==> src/rtl/coord_pkg.sv <==
// Shared grid-coordinate constants for the input-processing unit and the processor grid path.
package coord_pkg;

    localparam int unsigned COORD_W    = 4;
    localparam int unsigned GRID_CELLS = 9;
    localparam int unsigned FIFO_DEPTH = 4;

    typedef enum logic [1:0] {
        OP_IDLE = 2'b00,
        OP_POP  = 2'b01,
        OP_PUSH = 2'b10,
        OP_BOTH = 2'b11
    } fifo_op_e;

    function automatic logic coord_legal(input logic [31:0] coord, input int unsigned cells);
        return coord < cells;
    endfunction

endpackage

==> src/rtl/coord_fifo_ram.sv <==
// Coordinate storage: DEPTH x COORD_W register array, synchronous write, asynchronous read.
module coord_fifo_ram #(
    parameter int unsigned COORD_W = coord_pkg::COORD_W,
    parameter int unsigned DEPTH   = coord_pkg::FIFO_DEPTH,
    parameter int unsigned PTR_W   = $clog2(DEPTH)
) (
    input  logic               clk,
    input  logic               we,
    input  logic [PTR_W-1:0]   waddr,
    input  logic [COORD_W-1:0] wdata,
    input  logic [PTR_W-1:0]   raddr,
    output logic [COORD_W-1:0] rdata
);

    logic [COORD_W-1:0] mem_q [DEPTH];

    always_ff @(posedge clk) begin
        if (we) begin
            mem_q[waddr] <= wdata;
        end
    end

    assign rdata = mem_q[raddr];

endmodule

==> src/rtl/coord_int_fifo.sv <==
// Coordinate FIFO between the input-processing unit and the processor, raising ipu_int while non-empty.
// Optional range check on pushed coordinates enabled by defining COORD_RANGE_CHECK_EN.
module coord_int_fifo #(
    parameter int unsigned COORD_W    = coord_pkg::COORD_W,
    parameter int unsigned DEPTH      = coord_pkg::FIFO_DEPTH,
    parameter int unsigned GRID_CELLS = coord_pkg::GRID_CELLS
) (
    input  logic                     clk,
    input  logic                     rst,
    input  logic                     write_en,
    input  logic [COORD_W-1:0]       coord_in,
    input  logic                     int_ack,
    input  logic                     ovf_clr,
    output logic [COORD_W-1:0]       coord_out,
    output logic                     ipu_int,
    output logic [$clog2(DEPTH):0]   count,
    output logic                     full,
    output logic                     empty,
    output logic                     overflow,
    output logic                     bad_coord
);

    localparam int unsigned PTR_W = $clog2(DEPTH);
    localparam int unsigned CNT_W = PTR_W + 1;

    logic [PTR_W-1:0]   head_q, head_d, tail_q, tail_d;
    logic [CNT_W-1:0]   count_q, count_d;
    logic               ovf_q, ovf_d;
    logic               coord_ok, push_req, push, pop, full_w, empty_w;
    logic [COORD_W-1:0] rd_data;
    coord_pkg::fifo_op_e op;

`ifdef COORD_RANGE_CHECK_EN
    logic bad_q, bad_d;
    assign coord_ok  = coord_pkg::coord_legal(32'(coord_in), GRID_CELLS);
    assign bad_coord = bad_q;
`else
    assign coord_ok  = 1'b1;
    assign bad_coord = 1'b0;
`endif

    assign empty_w  = (count_q == '0);
    assign full_w   = (count_q == CNT_W'(DEPTH));
    assign push_req = write_en & coord_ok;
    assign pop      = int_ack & ~empty_w;
    // A pop in the same cycle frees the slot, so a push at full is still accepted.
    assign push     = push_req & (~full_w | pop);
    assign op       = coord_pkg::fifo_op_e'({push, pop});

    always_comb begin
        head_d  = head_q;
        tail_d  = tail_q;
        count_d = count_q;
        case (op)
            coord_pkg::OP_PUSH: begin
                tail_d  = tail_q + PTR_W'(1);
                count_d = count_q + CNT_W'(1);
            end
            coord_pkg::OP_POP: begin
                head_d  = head_q + PTR_W'(1);
                count_d = count_q - CNT_W'(1);
            end
            coord_pkg::OP_BOTH: begin
                head_d = head_q + PTR_W'(1);
                tail_d = tail_q + PTR_W'(1);
            end
            default: ;
        endcase
    end

    // Setting events take priority over a same-cycle clear.
    always_comb begin
        ovf_d = ovf_clr ? 1'b0 : ovf_q;
        if (push_req & full_w & ~pop) begin
            ovf_d = 1'b1;
        end
    end

`ifdef COORD_RANGE_CHECK_EN
    always_comb begin
        bad_d = ovf_clr ? 1'b0 : bad_q;
        if (write_en & ~coord_ok) begin
            bad_d = 1'b1;
        end
    end

    always_ff @(posedge clk or posedge rst) begin
        if (rst) begin
            bad_q <= 1'b0;
        end else begin
            bad_q <= bad_d;
        end
    end
`endif

    always_ff @(posedge clk or posedge rst) begin
        if (rst) begin
            head_q  <= '0;
            tail_q  <= '0;
            count_q <= '0;
            ovf_q   <= 1'b0;
        end else begin
            head_q  <= head_d;
            tail_q  <= tail_d;
            count_q <= count_d;
            ovf_q   <= ovf_d;
        end
    end

    coord_fifo_ram #(
        .COORD_W (COORD_W),
        .DEPTH   (DEPTH),
        .PTR_W   (PTR_W)
    ) u_ram (
        .clk   (clk),
        .we    (push),
        .waddr (tail_q),
        .wdata (coord_in),
        .raddr (head_q),
        .rdata (rd_data)
    );

    assign coord_out = empty_w ? '0 : rd_data;
    assign ipu_int   = ~empty_w;
    assign empty     = empty_w;
    assign full      = full_w;
    assign count     = count_q;
    assign overflow  = ovf_q;

endmodule

==> config.mk <==
export PLATFORM = sky130hd
export DESIGN_NAME = coord_int_fifo
export DESIGN_NICKNAME = d
export VERILOG_FILES = /design/src/rtl/coord_pkg.sv /design/src/rtl/coord_fifo_ram.sv /design/src/rtl/coord_int_fifo.sv
export SDC_FILE = /design/constraint.sdc
export NUM_CORES = 1
export LEC_CHECK = 0
export CORE_ASPECT_RATIO = 1.25
export CORE_MARGIN = 2
export CORE_UTILIZATION = 35
export CTS_BUF_LIST = sky130_fd_sc_hd__clkbuf_4 sky130_fd_sc_hd__clkbuf_8
export DETAILED_ROUTE_END_ITERATION = 12
export GPL_TIMING_DRIVEN = 0
export PLACE_DENSITY = 0.64
export RECOVER_POWER = 50
export SLEW_MARGIN = 5
export SYNTH_ARGS = -nofsm -noshare
export SYNTH_HDL_FRONTEND = slang
export SYNTH_SLANG_ARGS = --single-unit
export TNS_END_PERCENT = 1
==> constraint.sdc <==
create_clock -name clk -period 4.91 [get_ports clk]
set_input_delay 0.7365 -clock clk [delete_from_list [all_inputs] [get_ports clk]]
set_output_delay 0.7365 -clock clk [all_outputs]
set_load 0.01 [all_outputs]
---- After elaboration in Yosys (flattened, before gate mapping) ----
Memories as Yosys holds them, arrays and structs flattened.
Index checks and enable logic that the tools add are counted.
W data, S select, Z words.
storage, ports and cells
  input bits .............................. 9
  register bits after elaboration ......... 8
  RAM bits ................................ 16
  memories ................................ 1
  output and inout port bits .............. 12
  logic and storage cells ................. 32
operators by class
  $add $sub $neg .......................... 4
  muxes and demuxes ....................... 6
  bitwise operators ....................... 8
  reduce and logical (&&, ||, !) cells .... 5
  eq/ne operators ......................... 4
memory list
  memory       depth  bits a word  rd ports  clocked after Yosys merged registers in  write ports  RTL line              RTL
  u_ram.mem_q  4      4            1         0                                        1            coord_fifo_ram.sv:15  logic [COORD_W-1:0] mem_q [DEPTH];
operators by type and width
  cell                   count
  $pmux W3 S2            1
  $add A2 B1 Y2 const B  2
  $and A1 B1 Y1          4
  $eq A2 B2 Y1 const B   2
  $mux W1                4
  $mux W4                1
  $reduce_bool A2 Y1     2
  $reduce_or A2 Y1       2
  $add A3 B1 Y3 const B  1
  $eq A3 B3 Y1 const B   1
  $logic_not A3 Y1       1
  $not A1 Y1             3
  $sub A3 B1 Y3 const B  1
  $eq A2 B1 Y1 const B   1
  $or A1 B1 Y1           1

---- Logic depth before layout (Yosys ltp) ----
Gate-level depths: netlist (run 1).
  word-level depth ........................ 7
  mapped depth ............................ 8
  mapped depth without buffers ............ 7

---- Cells and area by module ----
A second synthesis (run 1) with hierarchy kept.
second synthesis, totals
  cell total of the unflattened synthesis .. 70
  area, all modules ....................... 1097.3 µm²
modules (own cells, without submodules)
  module          cells an instance  instances  seq. area each (µm²)  area an instance (µm²)
  coord_fifo_ram  24                 1          480.5                 616.8
  coord_int_fifo  46                 1          200.2                 480.5

---- Worst setup path after synthesis (run 1) ----
No wires, ideal clock.
  path kind ............................... input port to flip-flop
  start ................................... in int_ack
  end ..................................... reg count_q[2], in the netlist count[2]
  setup time .............................. 0.090 ns
  stages .................................. 7
  arrival time ............................ 2.094 ns
  data required time ...................... 4.820 ns
  path buffers ............................ 1
  setup slack ............................. 2.726 ns
  path through ............................ buf_4 nand2_2 or2_2 fa_1 nand2b_1 o22a_1 o221ai_1
between the ends
  longest elaborated chain between the ends .. 5
  elaborated cells between the ends (all ways) .. 7
  classes of those cells .................. 2 x eq/ne; 1 x mux; 3 x bitwise; 1 x reduce/logical
ends and longest elaborated chain
  item                                               RTL line               RTL
  start: declaration                                 coord_int_fifo.sv:12   input logic int_ack,
  $and A1 B1 Y1 *                                    coord_int_fifo.sv:45   assign pop = int_ack & ~empty_w;
  $or A1 B1 Y1                                       coord_int_fifo.sv:47   assign push = push_req & (~full_w | pop);
  $and A1 B1 Y1                                      coord_int_fifo.sv:47
  $eq A2 B1 Y1 or $eq A2 B2 Y1 (tied branches)       coord_int_fifo.sv:54   case (op)
  $pmux W3 S2 or $reduce_bool A2 Y1 (tied branches)  --
  end signal: assignment                             coord_int_fifo.sv:105  count_q <= count_d;
  end: declaration                                   coord_int_fifo.sv:27   logic [CNT_W-1:0] count_q, count_d;
Every way passes the cells marked *; elsewhere a longest branch is shown, timed or not.
A chain may end at the register's enable or synchronous reset.

---- Worst setup path in the final report (run 1) ----
  start ................................... reg count_q[0], in the netlist count[0]
  end ..................................... out coord_out[2]
between the ends
  longest elaborated chain between the ends .. 2
ends and longest elaborated chain
  item              RTL line               RTL
  $logic_not A3 Y1  coord_int_fifo.sv:42   assign empty_w = (count_q == '0);
  $mux W4           coord_int_fifo.sv:123  assign coord_out = empty_w ? '0 : rd_data;
  end: declaration  coord_int_fifo.sv:14   output logic [COORD_W-1:0] coord_out,
Every way passes these cells.

==> results.json, run 1 <==
{
  "async_reset_ff_share_pct": 33.33,
  "die_h_um": 69.29,
  "ctsRootBufferMaster": "clkbuf_8",
  "worst_r2r_path_depth": 8,
  "initial_utilization_pct": 37.03,
  "setup_ws_ns": 2.170,
  "antenna_found_initial": 0,
  "cts.sinks": 24,
  "area_growth_syn_to_layout_pct": 21.70,
  "cp.arrival_ns": 2.00,
  "wl_met2_um": 1173,
  "route.vias.total": 700,
  "drive_above_1_share_pct": 14.95,
  "gp_congestion": 0.7064,
  "pre_cts_slack_ns": 2.472,
  "leakagePower_nw": 0.5612,
  "ys_ff_latch": 24,
  "ant_nets": 0,
  "clock_latency_ns": 0.26,
  "min_period_ns": 2.740,
  "r2r-start": "count[0]$_DFFE_PP0P_",
  "worstPathCellList": "or3_1 > clkbuf_1 > and2_1 > clkdlybuf4s50_1",
  "status": "finished clean",
  "worstSetupPathType": "reg -> out",
  "yosysWarnings": 0,
  "holdPathStages": 2,
  "seq_area_frac_synth_pct": 57.02,
  "core_um2": 3223,
  "fin_nets": 122,
  "r2r_slack_ns": 2.51,
  "hpwl_um": 1531,
  "max_freq_mhz": 365.0,
  "finClkSkew_ns": 0.002642,
  "rsz0062_at_grt": "no",
  "syn_inst": 86,
  "cts_setup_buffers": 0,
  "fin_hold_ws_ns": 0.5374,
  "crit_required_ns": 4.17,
  "final_util_pct": 45.07,
  "cts_tree": "built",
  "synth_area_leaders": "edfxtp_1 40%, dfrtp_1 17%, mux4_2 7.5%",
  "die_w_um": 56.24,
  "worstPathMaxFanout": 8,
  "numPortBuffers": 17,
  "synth-main-ff-cell": "edfxtp_1",
  "dp_cells": 140,
  "dr.max_layer_used": "met4",
  "hold_violations": 0,
  "clockBufferDepth": 2,
  "p_clk_share_pct": 19.3,
  "yosys.area.top_type_share_pct": 40.25,
  "wl_per_cell_um": 14.36,
  "sw_frac_of_total_pct": 31.74,
  "rows": 23,
  "finalCritPeriodShare_pct": 55.81,
  "power_density_nw_per_um2": 602.5,
  "netlist_top_cells_count": "16 x edfxtp_1, 9 x and2_1, 8 x dfrtp_1, 8 x inv_1",
  "drt_first_iter_violations": 21,
  "reg2reg_to": "count[2]$_DFFE_PP0P_",
  "grt_max_degree": 15,
  "hp-start": "overflow$_DFFE_PP0P_",
  "via_per_inst": 4.861,
  "dr.pass1.iters": 4,
  "avgSynthCellArea_um2": 13.88,
  "finalWirelength_um": 2068,
  "cp_slowest_stage_delay_ns": 0.48,
  "drcViolationCount": 0,
  "grt_remaining_overflow": 0,
  "wirelength_met1_um": 819,
  "cts.repair.resized": 0,
  "finalSetupTns_ns": 0,
  "wl_met3_um": 52,
  "cellInternalPower_mw": 0.5974,
  "dieArea_um2": 3897,
  "n_antenna_cell": 0,
  "yosysUniqueCellTypes": 33,
  "finalNonFillerCells": 144,
  "netlist_area_um2": 1194,
  "numCtsBuffers": 3,
  "ctsHoldBuffers": 0,
  "setup-violations-final": 0,
  "htree_levels": 1,
  "startpoint_type": "register",
  "max_cap_viol_count": 0,
  "grt_pass1_wl_um": 3532,
  "grt_pass1_vias": 762,
  "pwr-share-seq_pct": 37.4,
  "fillers": 306,
  "cp_num_buf_inv": 2,
  "clk_pin_slew_ns": 0.08,
  "yosysTopAreaCell": "edfxtp_1",
  "p_comb_share_pct": 43.3,
  "hp-class": "reg -> reg",
  "io-pin-count": 21,
  "grt_usage_pct": 11.84,
  "synth.most_common_cell": "edfxtp_1",
  "hold-path-endpoint": "overflow$_DFFE_PP0P_",
  "synth_nets": 100,
  "cp-end-kind": "output port",
  "critPathSlowestCell": "clkdlybuf4s50_1",
  "slew_violations": 0,
  "cpLargestDelayFamily": "buffers and inverters",
  "irDropWorstVdd_uv": 289.2,
  "switching_power_mw": 0.2778,
  "synth-edff-count": 16
}
## state kept, by name, indices dropped and copies added (netlist names)
signal,flops
head_q,2
u_ram.mem_q,16
overflow,1
tail_q,2
count,3
## stage by stage
step / total power, mW / instance area [um^2]
after CTS: 0.9093 / 1481
after global routing: 0.9438 / 1453
final: 0.8753 / 1453
after floorplan: 0.5727 / 1194
after detailed placement: 0.7414 / 1410
after global placement: 0.7203 / 1410
## cell families (layout without fill, tap and decap cells)
group | after synthesis | in the layout | share of synthesized area (%)
XOR/XNOR | 5 | 5 | 3.669
flip-flops | 24 | 24 | 57.02
other | 1 | 1 | 0.3142
AND/OR/NAND/NOR | 24 | 24 | 13.42
buffers and inverters | 13 | 34 | 5.555
AO/OA/AOI/OAI | 9 | 9 | 5.347
adder cells (fa/ha/maj) | 5 | 5 | 5.870
multiplexers | 5 | 5 | 8.805
## worst max-delay path by stage
stage | startpoint | to | slack (ns) | depth (start not counted)
global route | count[0]$_DFFE_PP0P_ | coord_out[2] | 2.04 | 4
floorplan | int_ack | count[2]$_DFFE_PP0P_ | 2.73 | 7
detailed placement | head_q[0]$_DFFE_PP0P_ | coord_out[3] | 2.47 | 4
global placement | head_q[0]$_DFFE_PP0P_ | coord_out[3] | 2.49 | 4
finish | count[0]$_DFFE_PP0P_ | coord_out[2] | 2.17 | 4
CTS | head_q[0]$_DFFE_PP0P_ | coord_out[3] | 2.18 | 4
## layer usage
| layer | track usage [%] | vias up |
|---|---|---|
| met3 | 1.679 | 2 |
| met2 | 21.05 | 10 |
| met1 | 13.78 | 349 |
| met5 | 0 | - |
| met4 | 5.556 | 0 |
| li1 | - | 339 |
## tightest hold or removal path, cell delays in order, from the launching register on
cell     delay (ns)
dfrtp_1        0.39
inv_1          0.05
o21ai_0        0.06
## placed cells by master (no fill, tap or decap), types with 2 or more instances in the layout
cell             synthesis  layout
ha_1                     4       4
inv_1                    8       8
xnor2_1                  4       4
clkdlybuf4s50_1          0      12
dfrtp_1                  8       8
edfxtp_1                16      16
dlygate4sd3_1            0       5
nor2_1                   3       3
and2_1                   9       9
nand2_1                  3       3
buf_2                    2       2
o21ai_0                  2       2
buf_4                    2       2
mux4_2                   4       4
clkbuf_8                 0       3
## layout make-up
type	instances	area, um^2	area share, %
clock buffer	3	41.29	2.842
inverter	8	30.03	2.067
timing repair buffer	17	170.2	11.71
buffer	5	28.78	1.981
sequential	24	680.7	46.86
multi-input combinational	49	425.4	29.29
clock inverter	1	30.03	2.067
tap	37	46.29	3.187
## power by group through the flow
stage	sequential (mW)	clock, mW	combinational [mW]
after global placement	0.333	0	0.387
after floorplan	0.327	0	0.245
final	0.327	0.169	0.379
after detailed placement	0.337	0	0.404
after global routing	0.339	0.177	0.428
after CTS	0.334	0.171	0.405
(Power assumes the default switching activity.)
==> run 2, diff against run 1 <==
==> constraint.sdc (replaced) <==
create_clock -name clk -period 2.7 [get_ports clk]
set_input_delay 0.405 -clock clk [delete_from_list [all_inputs] [get_ports clk]]
set_output_delay 0.405 -clock clk [all_outputs]
set_load 0.01 [all_outputs]
==> results.json, run 2 (synthesis results as in run 1) <==
{
  "status": "finished clean",
  "grt_remaining_overflow": 0,
  "dr.pass1.iters": 4,
  "rsz0062_at_grt": "no",
  "clk_pin_slew_ns": 0.08,
  "irDropWorstVdd_uv": 540.9,
  "fin_hold_ws_ns": 0.4619,
  "finalWirelength_um": 2084,
  "core_um2": 3223,
  "gp_congestion": 0.7064,
  "dieArea_um2": 3897,
  "via_per_inst": 4.861,
  "cts_tree": "built",
  "worst_r2r_path_depth": 8,
  "finClkSkew_ns": 0.001527,
  "r2r_slack_ns": 0.49,
  "r2r-start": "count[0]$_DFFE_PP0P_",
  "leakagePower_nw": 0.5686,
  "finalSetupTns_ns": 0,
  "holdPathStages": 3,
  "cts.sinks": 24,
  "drive_above_1_share_pct": 14.95,
  "hold_violations": 0,
  "area_growth_syn_to_layout_pct": 22.22,
  "io-pin-count": 21,
  "max_cap_viol_count": 0,
  "cp-end-kind": "output port",
  "startpoint_type": "register",
  "reg2reg_to": "count[2]$_DFFE_PP0P_",
  "worstSetupPathType": "reg -> out",
  "n_antenna_cell": 0,
  "placed_area_um2": 1410,
  "ctsHoldBuffers": 0,
  "final_common_cell": "edfxtp_1",
  "drcViolationCount": 0,
  "fin_nets": 122,
  "die_h_um": 69.29,
  "top_register": "u_ram.mem_q",
  "cp_num_buf_inv": 2,
  "max_freq_mhz": 423.6,
  "crit_required_ns": 2.30,
  "drt_first_iter_violations": 21,
  "slew_violations": 0,
  "largest_reg_flops": 16,
  "numPortBuffers": 17,
  "wl_per_cell_um": 14.47,
  "grt_pass1_wl_um": 3532,
  "worstPathMaxFanout": 6,
  "min_period_ns": 2.361,
  "final_util_pct": 45.26,
  "setup-violations-final": 0,
  "htree_levels": 1,
  "cts_setup_buffers": 0,
  "numCtsBuffers": 3,
  "hp-start": "int_ack",
  "critPathSlowestCell": "mux4_2",
  "antenna_found_initial": 0,
  "hp-class": "in -> reg",
  "finalNonFillerCells": 144,
  "finalCritPeriodShare_pct": 87.43,
  "ctsRootBufferMaster": "clkbuf_8",
  "cp_slowest_stage_delay_ns": 0.53,
  "cpLargestDelayFamily": "buffers and inverters",
  "die_w_um": 56.24,
  "finalInstanceArea_um2": 1459,
  "grt_pass1_vias": 762,
  "hold-path-endpoint": "head_q[0]$_DFFE_PP0P_",
  "cp.arrival_ns": 1.96,
  "rows": 23,
  "ant_nets": 0,
  "clockBufferDepth": 2,
  "dp_cells": 140,
  "grt_max_degree": 15,
  "cts.repair.resized": 0,
  "worstPathCellList": "buf_2 > mux4_2 > and2_1 > clkdlybuf4s50_1",
  "power_density_nw_per_um2": 1105,
  "route.vias.total": 700,
  "clock_latency_ns": 0.26,
  "hpwl_um": 1531,
  "initial_utilization_pct": 37.03,
  "layout_common_cells": "16 x edfxtp_1, 12 x clkdlybuf4s50_1, 9 x and2_1, 8 x inv_1, 8 x dfrtp_1",
  "grt_usage_pct": 11.84
}
-- run 2: changes by cell type in the layout (fill, tap and decap cells not counted) --
| cell | previous run | this run |
|---|---|---|
| nand3_1 | 0 | 1 |
| mux2_4 | 0 | 1 |
| nand3_2 | 1 | 0 |
| buf_6 | 0 | 1 |
| mux2_2 | 1 | 0 |
| clkbuf_1 | 1 | 0 |
-- run 2: worst reg2reg max path, delay by kind of cell (launching register included) --
family	cells	cell delay (ns)
adder cells (fa/ha/maj)	1	0.39
flip-flops	1	0.50
AO/OA/AOI/OAI	2	0.39
AND/OR/NAND/NOR	4	0.71
buffers and inverters	1	0.13
-- run 2: where the power goes --
part | switching [mW] | internal (mW)
registers | 0.0942 | 0.504
logic | 0.304 | 0.403
clock network | 0.109 | 0.198
total | 0.507 | 1.10
-- run 2: layout make-up --
type | instances | area (um^2)
plain buffers | 5 | 36.28
clock buffers | 3 | 41.29
clock inverters | 1 | 30.03
fillers | 307 | 1764
inverters | 8 | 30.03
multi-input cells | 49 | 424.2
flip-flops and latches | 24 | 680.7
well taps | 37 | 46.29
repair buffers | 17 | 170.2
-- run 2: how the worst max path moves through the flow --
stage,to,slack [ns],from,cells past startpoint
4_1_cts,coord_out[3],0.30,head_q[0]$_DFFE_PP0P_,4
3_5_place_dp,count[2]$_DFFE_PP0P_,0.45,count[0]$_DFFE_PP0P_,8
5_1_grt,coord_out[2],0.23,head_q[0]$_DFFE_PP0P_,4
2_1_floorplan,count[2]$_DFFE_PP0P_,0.62,count[0]$_DFFE_PP0P_,8
6_report,coord_out[3],0.34,head_q[0]$_DFFE_PP0P_,4
3_3_place_gp,count[2]$_DFFE_PP0P_,0.54,count[0]$_DFFE_PP0P_,8
-- run 2: stage by stage --
stage | setup slack [ns] | power (mW)
floorplan | 0.6235 | 1.041
detailed placement | 0.4544 | 1.348
CTS | 0.2982 | 1.654
global placement | 0.5391 | 1.310
global route | 0.2288 | 1.730
finish | 0.3394 | 1.612
-- run 2: layer usage --
layer,track usage [%],vias up,wire [um]
li1,-,340,-
met1,13.78,346,831
met2,21.05,12,1178
met3,1.679,2,52
met4,5.556,0,22
met5,0,-,0
==> run 3, diff against run 2 <==
--- a/config.mk
+++ b/config.mk
@@ -5,6 +5,7 @@
 export SDC_FILE = /design/constraint.sdc
 export NUM_CORES = 1
 export LEC_CHECK = 0
+export ABC_AREA = 1
 export CORE_ASPECT_RATIO = 1.25
 export CORE_MARGIN = 2
 export CORE_UTILIZATION = 35
==> results.json, run 3 <==
{
  "multi_input_area_um2": 345.3,
  "rows": 22,
  "dr.pass1.iters": 4,
  "ant_nets": 0,
  "dieArea_um2": 3675,
  "grt_usage_pct": 12.02,
  "fillers": 285,
  "io-pin-count": 21,
  "cts_setup_buffers": 0,
  "power_density_nw_per_um2": 1057,
  "syn_inst": 107,
  "max_cap_viol_count": 0,
  "rsz0062_at_grt": "no",
  "yosysUniqueCellTypes": 19,
  "drive_above_1_share_pct": 6.923,
  "maxSlewHeadroom_pct": 45.48,
  "irDropWorstVdd_uv": 539.4,
  "clockBufferDepth": 2,
  "leakagePower_nw": 0.5966,
  "gp_congestion": 0.7685,
  "layout_common_cells": "25 x nor2_1, 17 x inv_1, 16 x edfxtp_1, 14 x clkdlybuf4s50_1, 10 x o21ai_0",
  "synth.most_common_cell": "nor2_1",
  "finalWirelength_um": 1826,
  "finClkSkew_ns": 0.001366,
  "critPathSlowestCell": "clkdlybuf4s50_1",
  "worstSetupPathType": "reg -> out",
  "placed_area_um2": 1356,
  "cts.repair.resized": 0,
  "synth-main-ff-cell": "edfxtp_1",
  "setup.worst_path.start": "head_q[0]$_DFFE_PP0P_",
  "slew_violations": 0,
  "antenna_found_initial": 0,
  "cpLargestDelayFamily": "buffers and inverters",
  "r2r-start": "count[0]$_DFFE_PP0P_",
  "top_register": "u_ram.mem_q",
  "cp.arrival_ns": 1.96,
  "fin_nets": 145,
  "worstPathCellList": "buf_2 > inv_1 > o21ai_0 > a21oi_1 > clkdlybuf4s50_1",
  "ctsHoldBuffers": 0,
  "worstPathMaxFanout": 10,
  "grt_pass1_vias": 781,
  "htree_levels": 1,
  "avgSynthCellArea_um2": 10.48,
  "finalCritPeriodShare_pct": 87.51,
  "cp_num_buf_inv": 3,
  "cp_slowest_stage_delay_ns": 0.56,
  "via_per_inst": 4.560,
  "drt_first_iter_violations": 27,
  "netlist_top_cells_count": "24 x nor2_1, 17 x inv_1, 16 x edfxtp_1",
  "drcViolationCount": 0,
  "yosys.area.top_type_share_pct": 42.86,
  "synth_nets": 121,
  "final_common_cell": "nor2_1",
  "n_antenna_cell": 0,
  "hp-class": "in -> async",
  "seq_area_frac_synth_pct": 60.71,
  "ctsRootBufferMaster": "clkbuf_4",
  "regArea_um2": 680.7,
  "crit_required_ns": 2.30,
  "finalSetupTns_ns": 0,
  "synth-edff-count": 16,
  "hold_violations": 0,
  "clk_pin_slew_ns": 0.12,
  "initial_utilization_pct": 37.36,
  "cts.sinks": 24,
  "cp-end-kind": "output port",
  "status": "finished clean",
  "setup-violations-final": 0,
  "numPortBuffers": 19,
  "async_reset_ff_share_pct": 33.33,
  "startpoint_type": "register",
  "netlist_area_um2": 1121,
  "synth_area_leaders": "edfxtp_1 43%, dfrtp_1 18%, nor2_1 8.0%",
  "grt_max_degree": 15,
  "area_growth_syn_to_layout_pct": 24.00,
  "ys_ff_latch": 24,
  "grt_remaining_overflow": 0,
  "numCtsBuffers": 3,
  "grt_pass1_wl_um": 3125,
  "clock_latency_ns": 0.31,
  "yosysTopAreaCell": "edfxtp_1",
  "min_period_ns": 2.363,
  "die_w_um": 54.62,
  "yosysWarnings": 0,
  "largest_reg_flops": 16,
  "wl_per_cell_um": 11.00,
  "worst-slew-pin-transition_ns": 0.8092,
  "route.vias.total": 757,
  "max_freq_mhz": 423.3,
  "finalInstanceArea_um2": 1390,
  "core_um2": 3000,
  "cts_tree": "built",
  "hpwl_um": 1414,
  "die_h_um": 67.28
}
==> run 3: area by class of cell <==
type / instances / area share (%)
inverter: 17 / 4.590
sequential: 24 / 48.97
clock buffer: 3 / 1.620
timing repair buffer: 19 / 13.68
buffer: 2 / 0.9001
clock inverter: 1 / 2.160
tap: 36 / 3.240
multi-input combinational: 64 / 24.84
==> run 3: power by group <==
part,switching (mW),total (mW),internal [mW]
Combinational,0.345,0.649,0.304
Sequential,0.0652,0.567,0.502
Clock,0.103,0.253,0.150
==> run 3: worst paths after layout <==
check                                              end  slack, ns  depth (start not counted)
setup / recovery                          coord_out[3]       0.34                          5
hold / removal                    count[2]$_DFFE_PP0P_       0.46                          2
setup reg to reg           u_ram.mem_q[3][2]$_DFFE_PP_       0.81                          4
hold reg to reg                   overflow$_DFFE_PP0P_       0.53                          2
max in group asynchronous        head_q[0]$_DFFE_PP0P_       2.02                          2
min in group clk                  overflow$_DFFE_PP0P_       0.53                          2
==> run 3: routing by layer <==
metal / wire length [um] / track usage (%)
met5: 0 / 0
met1: 740 / 11.42
met4: 29 / 6.250
met2: 1010 / 23.21
met3: 45 / 1.991
==> run 3: kinds of logic (layout without fill, tap and decap cells) <==
logic type               Yosys count  after routing  synth area share, %
AO/OA/AOI/OAI                     17             17                8.594
XOR/XNOR                           3              3                2.344
adder cells (fa/ha/maj)            5              5                6.250
buffers and inverters             19             42                6.808
flip-flops                        24             24                60.71
other                              1              1               0.3345
AND/OR/NAND/NOR                   38             38                14.96
==> run 3: per-stage QoR <==
step,hold WS [ns],power (mW),setup WS (ns),cells,util [%]
2_1_floorplan,0.2207,0.9633,1.143,107,-
3_3_place_gp,0.5134,1.230,0.6784,162,45.20
3_5_place_dp,0.5214,1.250,0.6505,162,45.20
4_1_cts,0.3223,1.502,0.2962,166,46.96
5_1_grt,0.5243,1.591,0.1830,166,46.33
6_report,0.4569,1.469,0.3373,166,46.33
==> run 3: worst register-to-register path: stages, from the launching register on <==
cell,delay (ns)
dfrtp_1,0.44
nor2_1,0.17
nand2_2,0.09
o21ai_0,0.65
nor2_1,0.25
